File: src/rtl/sim_console_monitor.sv
`default_nettype none
// ============================================================================
// sim_console_monitor: console line capture into ping-pong banks, valid/ready
// line drain and run watchdog. Optional CONSOLE_TIMESTAMP_EN adds out_stamp.
// Rev 1.0
// ============================================================================
module sim_console_monitor #(
  parameter int LINE_MAX       = 256,
  parameter int TIMEOUT_CYCLES = 200000,
  parameter int CNT_W          = 32,
  parameter int DROP_CR        = 1
) (
  input  logic             clk,
  input  logic             rst_n,
  input  logic             in_valid,
  input  logic [7:0]       in_data,
  input  logic             sim_done,
  input  logic [31:0]      sim_exit_code,
  output logic             out_valid,
  input  logic             out_ready,
  output logic [7:0]       out_data,
  output logic             out_last,
  output logic             done,
  output logic             timeout,
  output logic [31:0]      exit_code,
  output logic [15:0]      drop_count,
  output logic [CNT_W-1:0] cycle_count
`ifdef CONSOLE_TIMESTAMP_EN
  ,
  output logic [CNT_W-1:0] out_stamp
`endif
);

  localparam int               LEN_W    = $clog2(LINE_MAX);
  localparam logic [LEN_W-1:0] CHAR_MAX = LEN_W'(LINE_MAX - 1);
  localparam logic [CNT_W-1:0] TO_LAST  = CNT_W'(TIMEOUT_CYCLES - 1);
  localparam logic [7:0]       LF       = 8'h0A;
  localparam logic [7:0]       CR       = 8'h0D;

  typedef enum logic [2:0] {
    S_RUN        = 3'd0,
    S_FLUSH_DONE = 3'd1,
    S_FLUSH_TO   = 3'd2,
    S_DONE       = 3'd3,
    S_TIMEOUT    = 3'd4
  } run_t;

  run_t             run_state;
  logic             cap_bank;
  logic             rd_bank;
  logic [1:0]       bank_full;
  logic [LEN_W-1:0] bank_len [2];
  logic [LEN_W-1:0] cap_cnt;
  logic [LEN_W-1:0] rd_idx;
  logic [7:0]       mem [2][LINE_MAX];
`ifdef CONSOLE_TIMESTAMP_EN
  logic [CNT_W-1:0] stamp [2];
`endif

  logic             is_run, cap_free, go_done, go_to, flush;
  logic             lf_close, store, drop, close, bypass;
  logic [LEN_W-1:0] cnt_next, nlen, nidx;
  logic [1:0]       close_vec, free_vec;
  logic             fire, take, mid, nb;
  logic [7:0]       first_byte;

  always_comb begin
    is_run   = (run_state == S_RUN);
    cap_free = !bank_full[cap_bank];
    go_done  = is_run && sim_done;
    go_to    = is_run && !sim_done && (TIMEOUT_CYCLES != 0) && (cycle_count == TO_LAST);
    flush    = go_done || go_to;
    lf_close = 1'b0;
    store    = 1'b0;
    drop     = 1'b0;
    if (is_run && in_valid) begin
      if (!cap_free)
        drop = 1'b1;
      else if (in_data == LF)
        lf_close = 1'b1;
      else if (!(in_data == CR && DROP_CR != 0)) begin
        if (cap_cnt < CHAR_MAX) store = 1'b1;
        else                    drop  = 1'b1;
      end
    end
    cnt_next  = cap_cnt + LEN_W'(store);
    close     = lf_close || (flush && cap_free && cnt_next != '0);
    close_vec = close ? (2'b01 << cap_bank) : 2'b00;

    // out_valid doubles as the drain state: low = IDLE, high = DRAIN
    fire     = out_valid && out_ready;
    take     = !out_valid || fire;
    mid      = out_valid && !out_last;
    free_vec = (fire && out_last) ? (2'b01 << rd_bank) : 2'b00;
    nb       = (out_valid && out_last) ? ~rd_bank : rd_bank;
    nlen     = close_vec[nb] ? cnt_next : bank_len[nb];
    nidx     = rd_idx + 1'b1;
    // a line closing this edge may still have its first byte in flight
    bypass     = close_vec[nb] && (cap_cnt == '0);
    first_byte = bypass ? in_data : mem[nb][0];
  end

  always_ff @(posedge clk) begin
    if (store) mem[cap_bank][cap_cnt] <= in_data;
  end

  always_ff @(posedge clk or negedge rst_n) begin
    if (!rst_n) begin
      run_state   <= S_RUN;
      cap_bank    <= 1'b0;
      rd_bank     <= 1'b0;
      bank_full   <= 2'b00;
      bank_len[0] <= '0;
      bank_len[1] <= '0;
      cap_cnt     <= '0;
      rd_idx      <= '0;
      out_valid   <= 1'b0;
      out_data    <= 8'h00;
      out_last    <= 1'b0;
      done        <= 1'b0;
      timeout     <= 1'b0;
      exit_code   <= 32'h0;
      drop_count  <= 16'h0;
      cycle_count <= '0;
`ifdef CONSOLE_TIMESTAMP_EN
      stamp[0]    <= '0;
      stamp[1]    <= '0;
      out_stamp   <= '0;
`endif
    end else begin
      bank_full <= (bank_full | close_vec) & ~free_vec;

      if (is_run) begin
        if (drop && drop_count != 16'hFFFF) drop_count <= drop_count + 16'd1;
`ifdef CONSOLE_TIMESTAMP_EN
        if ((store || lf_close) && cap_cnt == '0) stamp[cap_bank] <= cycle_count;
`endif
        if (close) begin
          bank_len[cap_bank] <= cnt_next;
          cap_bank           <= ~cap_bank;
          cap_cnt            <= '0;
        end else if (store) begin
          cap_cnt <= cnt_next;
        end
        if (go_done) begin
          exit_code <= sim_exit_code;
          run_state <= S_FLUSH_DONE;
        end else if (go_to) begin
          run_state <= S_FLUSH_TO;
        end else if (cycle_count != '1) begin
          cycle_count <= cycle_count + 1'b1;
        end
      end else if (bank_full == 2'b00 && !out_valid) begin
        if (run_state == S_FLUSH_DONE) begin
          run_state <= S_DONE;
          done      <= 1'b1;
        end else if (run_state == S_FLUSH_TO) begin
          run_state <= S_TIMEOUT;
          timeout   <= 1'b1;
        end
      end

      if (take) begin
        if (mid) begin
          rd_idx <= nidx;
          if (nidx < bank_len[rd_bank]) begin
            out_data <= mem[rd_bank][nidx];
            out_last <= 1'b0;
          end else begin
            out_data <= LF;
            out_last <= 1'b1;
          end
        end else begin
          if (out_valid) rd_bank <= ~rd_bank;
          if (bank_full[nb] || close_vec[nb]) begin
            out_valid <= 1'b1;
            rd_idx    <= '0;
            out_last  <= (nlen == '0);
            out_data  <= (nlen == '0) ? LF : first_byte;
`ifdef CONSOLE_TIMESTAMP_EN
            out_stamp <= bypass ? cycle_count : stamp[nb];
`endif
          end else begin
            out_valid <= 1'b0;
            out_last  <= 1'b0;
            out_data  <= 8'h00;
          end
        end
      end
    end
  end

endmodule
`default_nettype wire

File: config.mk
export PLATFORM = sky130hd
export DESIGN_NAME = sim_console_monitor
export DESIGN_NICKNAME = d
export VERILOG_FILES = /design/src/rtl/sim_console_monitor.sv
export SDC_FILE = /design/constraint.sdc
export NUM_CORES = 2
export LEC_CHECK = 0
export BUFFER_PORTS_ARGS = -buffer_cell sky130_fd_sc_hd__buf_2
export CAP_MARGIN = 20
export CORE_AREA = 2 2 437 765
export CTS_CLUSTER_DIAMETER = 150
export DETAILED_ROUTE_END_ITERATION = 8
export DIE_AREA = 0 0 439 767
export PLACE_DENSITY = 0.73
export SYNTH_ARGS = -nofsm -noshare
export SYNTH_HDL_FRONTEND = slang
export SYNTH_SLANG_ARGS = --single-unit
export TNS_END_PERCENT = 20
File: constraint.sdc
create_clock -name clk -period 9.5 [get_ports clk]
set_input_delay 2.375 -clock clk [delete_from_list [all_inputs] [get_ports clk]]
set_output_delay 2.375 -clock clk [all_outputs]
set_load 0.01 [all_outputs]
# After elaboration in Yosys (flattened, before gate mapping)
# Memories as Yosys holds them, arrays and structs flattened.
# Cells that the tools add are included.
[word_totals]
register_bits = 131
wordCells = 158
mem_count = 1
inputBits = 45
ramBits = 4096
out_inout_bits = 92
[mem_list]
columns = ["memory", "words", "width", "rd", "rd_clocked_by_memory_dff", "wr", "line_no", "rtl"]
rows = [
  ["mem", 2, 2048, 2, 0, 1, "55", "logic [7:0] mem [2][LINE_MAX];"],
]
[classes]
n_bitwise = 15
reduce_logical = 43
n_lt_le_gt_ge = 11
muxes = 58
addsub = 4
eq_ne = 8
shifts = 2
[op_table]
columns = ["op", "n"]
rows = [
  ["$mux 2048", 1],
  ["$mux 8", 20],
  ["$bmux 8 s8", 1],
  ["$demux 8 s8", 1],
  ["$add 32x1->32 const B", 1],
  ["$eq 32x18->1 const B", 1],
  ["$ne 32x32->1 const B", 1],
  ["$mux 1", 25],
  ["$ge 9x9->1 const B", 2],
  ["$mux 3", 6],
  ["$not 8->9", 2],
  ["$add 16x1->16 const B", 1],
  ["$bwmux 16", 1],
  ["$eq 8x4->1 const B", 2],
  ["$logic_not 8->1", 2],
  ["$ne 16x16->1 const B", 1],
  ["$logic_and 1x1->1", 15],
  ["$reduce_and 2->1", 6],
  ["$lt 9x1->1 const B", 1],
  ["$reduce_and 3->1", 3],
  ["$add 8x1->8", 1],
  ["$add 8x1->8 const B", 1],
  ["$demux 8 s1", 1],
  ["$lt 8x8->1", 1],
  ["other kinds (22)", 44],
]

# Depth between registers and ports, before layout
[depth]
ltp_word = 18
depth_mapped = 19
depth_no_buf = 16

# Worst setup path after synthesis
# OpenSTA, ideal clock, no wires.
[synth_timing]
path_kind = "input -> register"
from = "input port in_data[1]"
to = "register out_data[2]"
slack_ns = 3.013
t_arrival_ns = 6.361
setup_ns = 0.126
stages = 14
cell_sequence = "nor3b_1 > o211ai_1 > nand2_1 > nor3_1 > clkbuf_1 > ha_1 > and3_1 > xnor2_1 > or4b_2 > nor4_1 > nor2_1 > o221ai_1 > o22ai_1 > o32a_1"
[synth_between]
elab_chain_len = 17
[synth_lines]
columns = ["element", "line_no", "rtl"]
rows = [
  ["start, declared", "16", "input logic [7:0] in_data,"],
  ["$eq 8x4->1", "81", "else if (!(in_data == CR && DROP_CR != 0)) begin"],
  ["$mux 1", "81", ""],
  ["$mux 1", "79", "else if (in_data == LF)"],
  ["$mux 1", "77", "if (!cap_free)"],
  ["$mux 1", "76", "if (is_run && in_valid) begin"],
  ["$add 8x1->8", "86", "cnt_next = cap_cnt + LEN_W'(store);"],
  ["$reduce_bool 8->1", "87", "close = lf_close || (flush && cap_free && cnt_next != '0);"],
  ["$logic_and 1x1->1", "87", ""],
  ["$logic_or 1x1->1", "87", ""],
  ["$mux 2", "88", "close_vec = close ? (2'b01 << cap_bank) : 2'b00;"],
  ["$mux 1 (implied by the code) (2 in series)", "96, 99, 175", ""],
  ["$mux 8 / $logic_and 1x1->1 (equally long branches)", "96, 99", ""],
  ["$logic_not 8->1 / $mux 8 (equally long branches)", "179, 100", ""],
  ["$mux 8", "179", "out_data <= (nlen == '0) ? LF : first_byte;"],
  ["$mux 8 (*)", "175", "if (bank_full[nb] || close_vec[nb]) begin"],
  ["$mux 8 (*)", "164", "if (mid) begin"],
  ["end signal, assigned", "167", "out_data <= mem[rd_bank][nidx];"],
  ["end signal, assigned", "179", ""],
  ["end, declared", "21", "output logic [7:0] out_data,"],
]
# Every way passes the cells marked *; elsewhere a longest branch is shown, timed or not. The select of a mux whose other input is x is not followed.
# A chain may end at the register's enable or synchronous reset.

# Final worst setup path
[layout_timing]
from = "register rd_idx[0]"
to = "register out_data[3]"
[layout_between]
elab_chain_len = 7
[layout_lines]
columns = ["element", "line_no", "rtl"]
rows = [
  ["start, declared", "54", "logic [LEN_W-1:0] rd_idx;"],
  ["start signal, assigned", "165", "rd_idx <= nidx;"],
  ["$add 8x1->8 (*)", "97", "nidx = rd_idx + 1'b1;"],
  ["$not 8->9 (implied by the code)", "167", ""],
  ["$bmux 8 s8", "167", ""],
  ["$mux 8 (implied by the code) (2 in series)", "167", ""],
  ["$mux 8 (*)", "166", "if (nidx < bank_len[rd_bank]) begin"],
  ["$mux 8 (*)", "164", ""],
]
# Marks and branches as above.

==> results.ini <==
[clock_tree]
numClockSinks = 4227
clkLatencyLatePin_ps = 930
clkTransAtPathRegs_ps = 70
postCtsHoldBufs = 0
clockRootBuffer = clkbuf_16
cts_made_buffers = 342
cts_max_level = 5
cts_tree = done
cts_buffer_depth = 4
postCtsSetupBuffers = 0
ctsResizeCount = 0

[job]
maxCapViolCount = 0

[grt]
grt_overflow = 0
antenna_found_initial = 8
grt_pass1_vias = 83200
grt_max_degree = 201
grt_pass1_wl_um = 603000
track_usage_pct = 24.9

[power_and_ir_drop]
p_seq_share_pct = 40.7
p_comb_share_pct = 30.2
power_density_nw_per_um2 = 279
p_sw_mw = 16.0
p_sw_share_pct = 31.3
peakVddDrop_v = 0.000348
pwr-share-clk_pct = 29.0
power.leakage_nw = 56.5
power.internal_mw = 35.0

[yosys]
async_flop_share_pct = 3.10
synth-seq-cells = 4227
synth_top_area_share_pct = 74.7
synthFlopType = edfxtp_1
syn_area_per_cell_um2 = 21.1
synthCells = 7803
synth_cell_type_count = 73
syn_area_um2 = 165000
yosysWarnings = 0
synth_area_leaders = edfxtp_1 (75%), mux4_2 (16%), dfrtp_1 (2.0%)
synth_edf_count = 4096
seq_area_frac_synth_pct = 76.6
synth_top_area_cell = edfxtp_1

[cells_and_area]
final_nets = 8056
final_common_cell = edfxtp_1
final_cell_mix = edfxtp_1 (4,096), mux4_2 (1,160), nor2_1 (616)
area_growth_pct = 10.7
drive_above_1_share_pct = 25.1
fin_cells = 12600

[floorplanning]
rows = 280
die_area_um2 = 337000
initial_utilization_pct = 49.8
dieWidth_um = 439
placeableCoreArea_um2 = 331000
die_y_um = 767
ios = 137

[min_path]
min_from = done
hold_path_end = done
hold_path.class = reg -> reg
min_path_cells = 1

[status]
status = finished, final reports clean

[timing]
fin_crit_sh_pct = 70.6
tightestPinTransition_ps = 1410
fin_setup_tns_ps = 0
clock-skew-final_ps = 43.3
finalHoldViolCount = 0
fmax_ghz = 0.149
holdWs_ps = 492
setup_slack_ps = 2800
rsz0062_at_grt = false
setup_violations = 0
slew_headroom_pct = 5.92
period_minus_slack_ps = 6700
maxSlewViolCount = 0

[setup_path]
crit_required_ps = 10330
path_delay_family = compound AO/OA/AOI/OAI gates
end_kind = flip-flop
max_stage_delay_ps = 770
crit_buf_inv = 3
r2r_slack_ps = 2800
criticalPathCategory = reg -> reg
start_kind = flip-flop
path_cells = buf_4 -> nand3_1 -> xor2_4 -> buf_12 -> buf_4 -> nand2_1 -> o2111ai_1 -> a31oi_1 -> a2111oi_0 -> o221ai_1 -> a31oi_1
r2r-end = out_data[3]
cp_max_fo = 86
worst_ep_arrival_time_ps = 7530
crit_cells = 11
rr_startpoint = rd_idx[0]
slowest_stage = a2111oi_0
reg2reg_depth = 11

[detailed_routing]
avgViaCountPerCell = 6.37
vias = 80600
drtIter0Drc = 10100
wirelength_um = 421000
postRouteAntennaNets = 0
drtPass1Iterations = 8
remaining_drc_errors = 0
avgRoutedWirePerCell_um = 33.3

[placement]
gp_congestion = 0.936
preCtsSetupSlack_ps = 2210
dp_hpwl_um = 260000
dp_cells = 12000
port_buffers = 136

-- cells by family after synthesis --
family,after synthesis,synth area share (%)
xor gates and xnor gates,68,0.361
adders and majority gates,12,0.0911
muxes,1311,16.8
other,1,0.00228
AOI/OAI and AO/OA,302,1.25
buffers and inverters,471,1.21
and+or+nand+nor,1411,3.63
DFF,4227,76.6
-- metrics by stage --
stage | utilization [%] | cell area (µm²) | total power [mW]
floorplan | - | 165000 | 30.7
global placement | 51.6 | 171000 | 36.3
detailed placement | 51.6 | 171000 | 36.4
CTS | 55.1 | 182000 | 51.0
global route | 55.1 | 182000 | 52.1
finish | 55.1 | 182000 | 50.9
-- synthesized netlist by cell type, drive strengths merged (6+ instances only) --
cell type	instances
dfrtp	131
a211oi	6
clkbuf	229
xor2	25
and3	23
nand2	453
o211ai	10
mux2i	92
a31oi	34
o221ai	13
edfxtp	4096
o2bb2ai	6
o21ai	39
nor2b	9
or4	9
buf	223
nor2	622
and2	16
ha	12
nand3	163
o22ai	22
a21oi	63
nand2b	6
a32oi	11
mux2	59
inv	17
a22oi	26
mux4	1160
and4	12
nor4	14
xnor2	43
nor3	32
o32a	7
o32ai	13
o2111ai	6
nand4	38
a221oi	6
-- power groups by stage --
stage	combinational, mW	sequential, mW	clock [mW]
6_report	15.4	20.7	14.8
3_5_place_dp	15.3	21.2	0
5_1_grt	15.8	20.8	15.5
4_1_cts	15.4	20.7	14.9
2_1_floorplan	9.59	21.1	0
3_3_place_gp	15.2	21.1	0
-- layout make-up --
cell class,instances,area (µm²)
fill,23900,149000
sequential,4227,126000
multi-input combinational,3120,36800
clock buffer,405,9060
tap,4371,5470
clock inverter,215,2460
timing repair buffer,289,2260
inverter,19,91.3
antenna,3,7.51
-- state kept, by name (all words and copies together) (netlist names), 2 cells and up --
register / cells
bank_len: 16
mem: 4096
rd_idx: 8
run_state: 3
out_data: 8
drop_count: 16
cap_cnt: 8
cycle_count: 32
bank_full: 2
exit_code: 32
-- how the worst max path moves through the flow --
stage	startpoint	endpoint	slack, ps
2_1_floorplan	in_data[1]	out_data[2]	3010
3_3_place_gp	in_data[5]	out_data[0]	2190
3_5_place_dp	in_data[5]	out_data[0]	2210
4_1_cts	in_data[5]	out_data[0]	3170
5_1_grt	in_data[5]	out_data[0]	2690
6_report	rd_idx[0]	out_data[3]	2800
-- routing by layer --
| metal | global-route usage (%) | up-vias | part of all wire, % |
|---|---|---|---|
| li1 | - | 32500 | - |
| met1 | 28.8 | 42600 | 32 |
| met2 | 43.1 | 4427 | 52 |
| met3 | 4.04 | 997 | 8.2 |
| met4 | 15.8 | 6 | 7.6 |
| met5 | 0 | - | 0.0090 |
No activity file was read; power rests on OpenSTA's default activity.
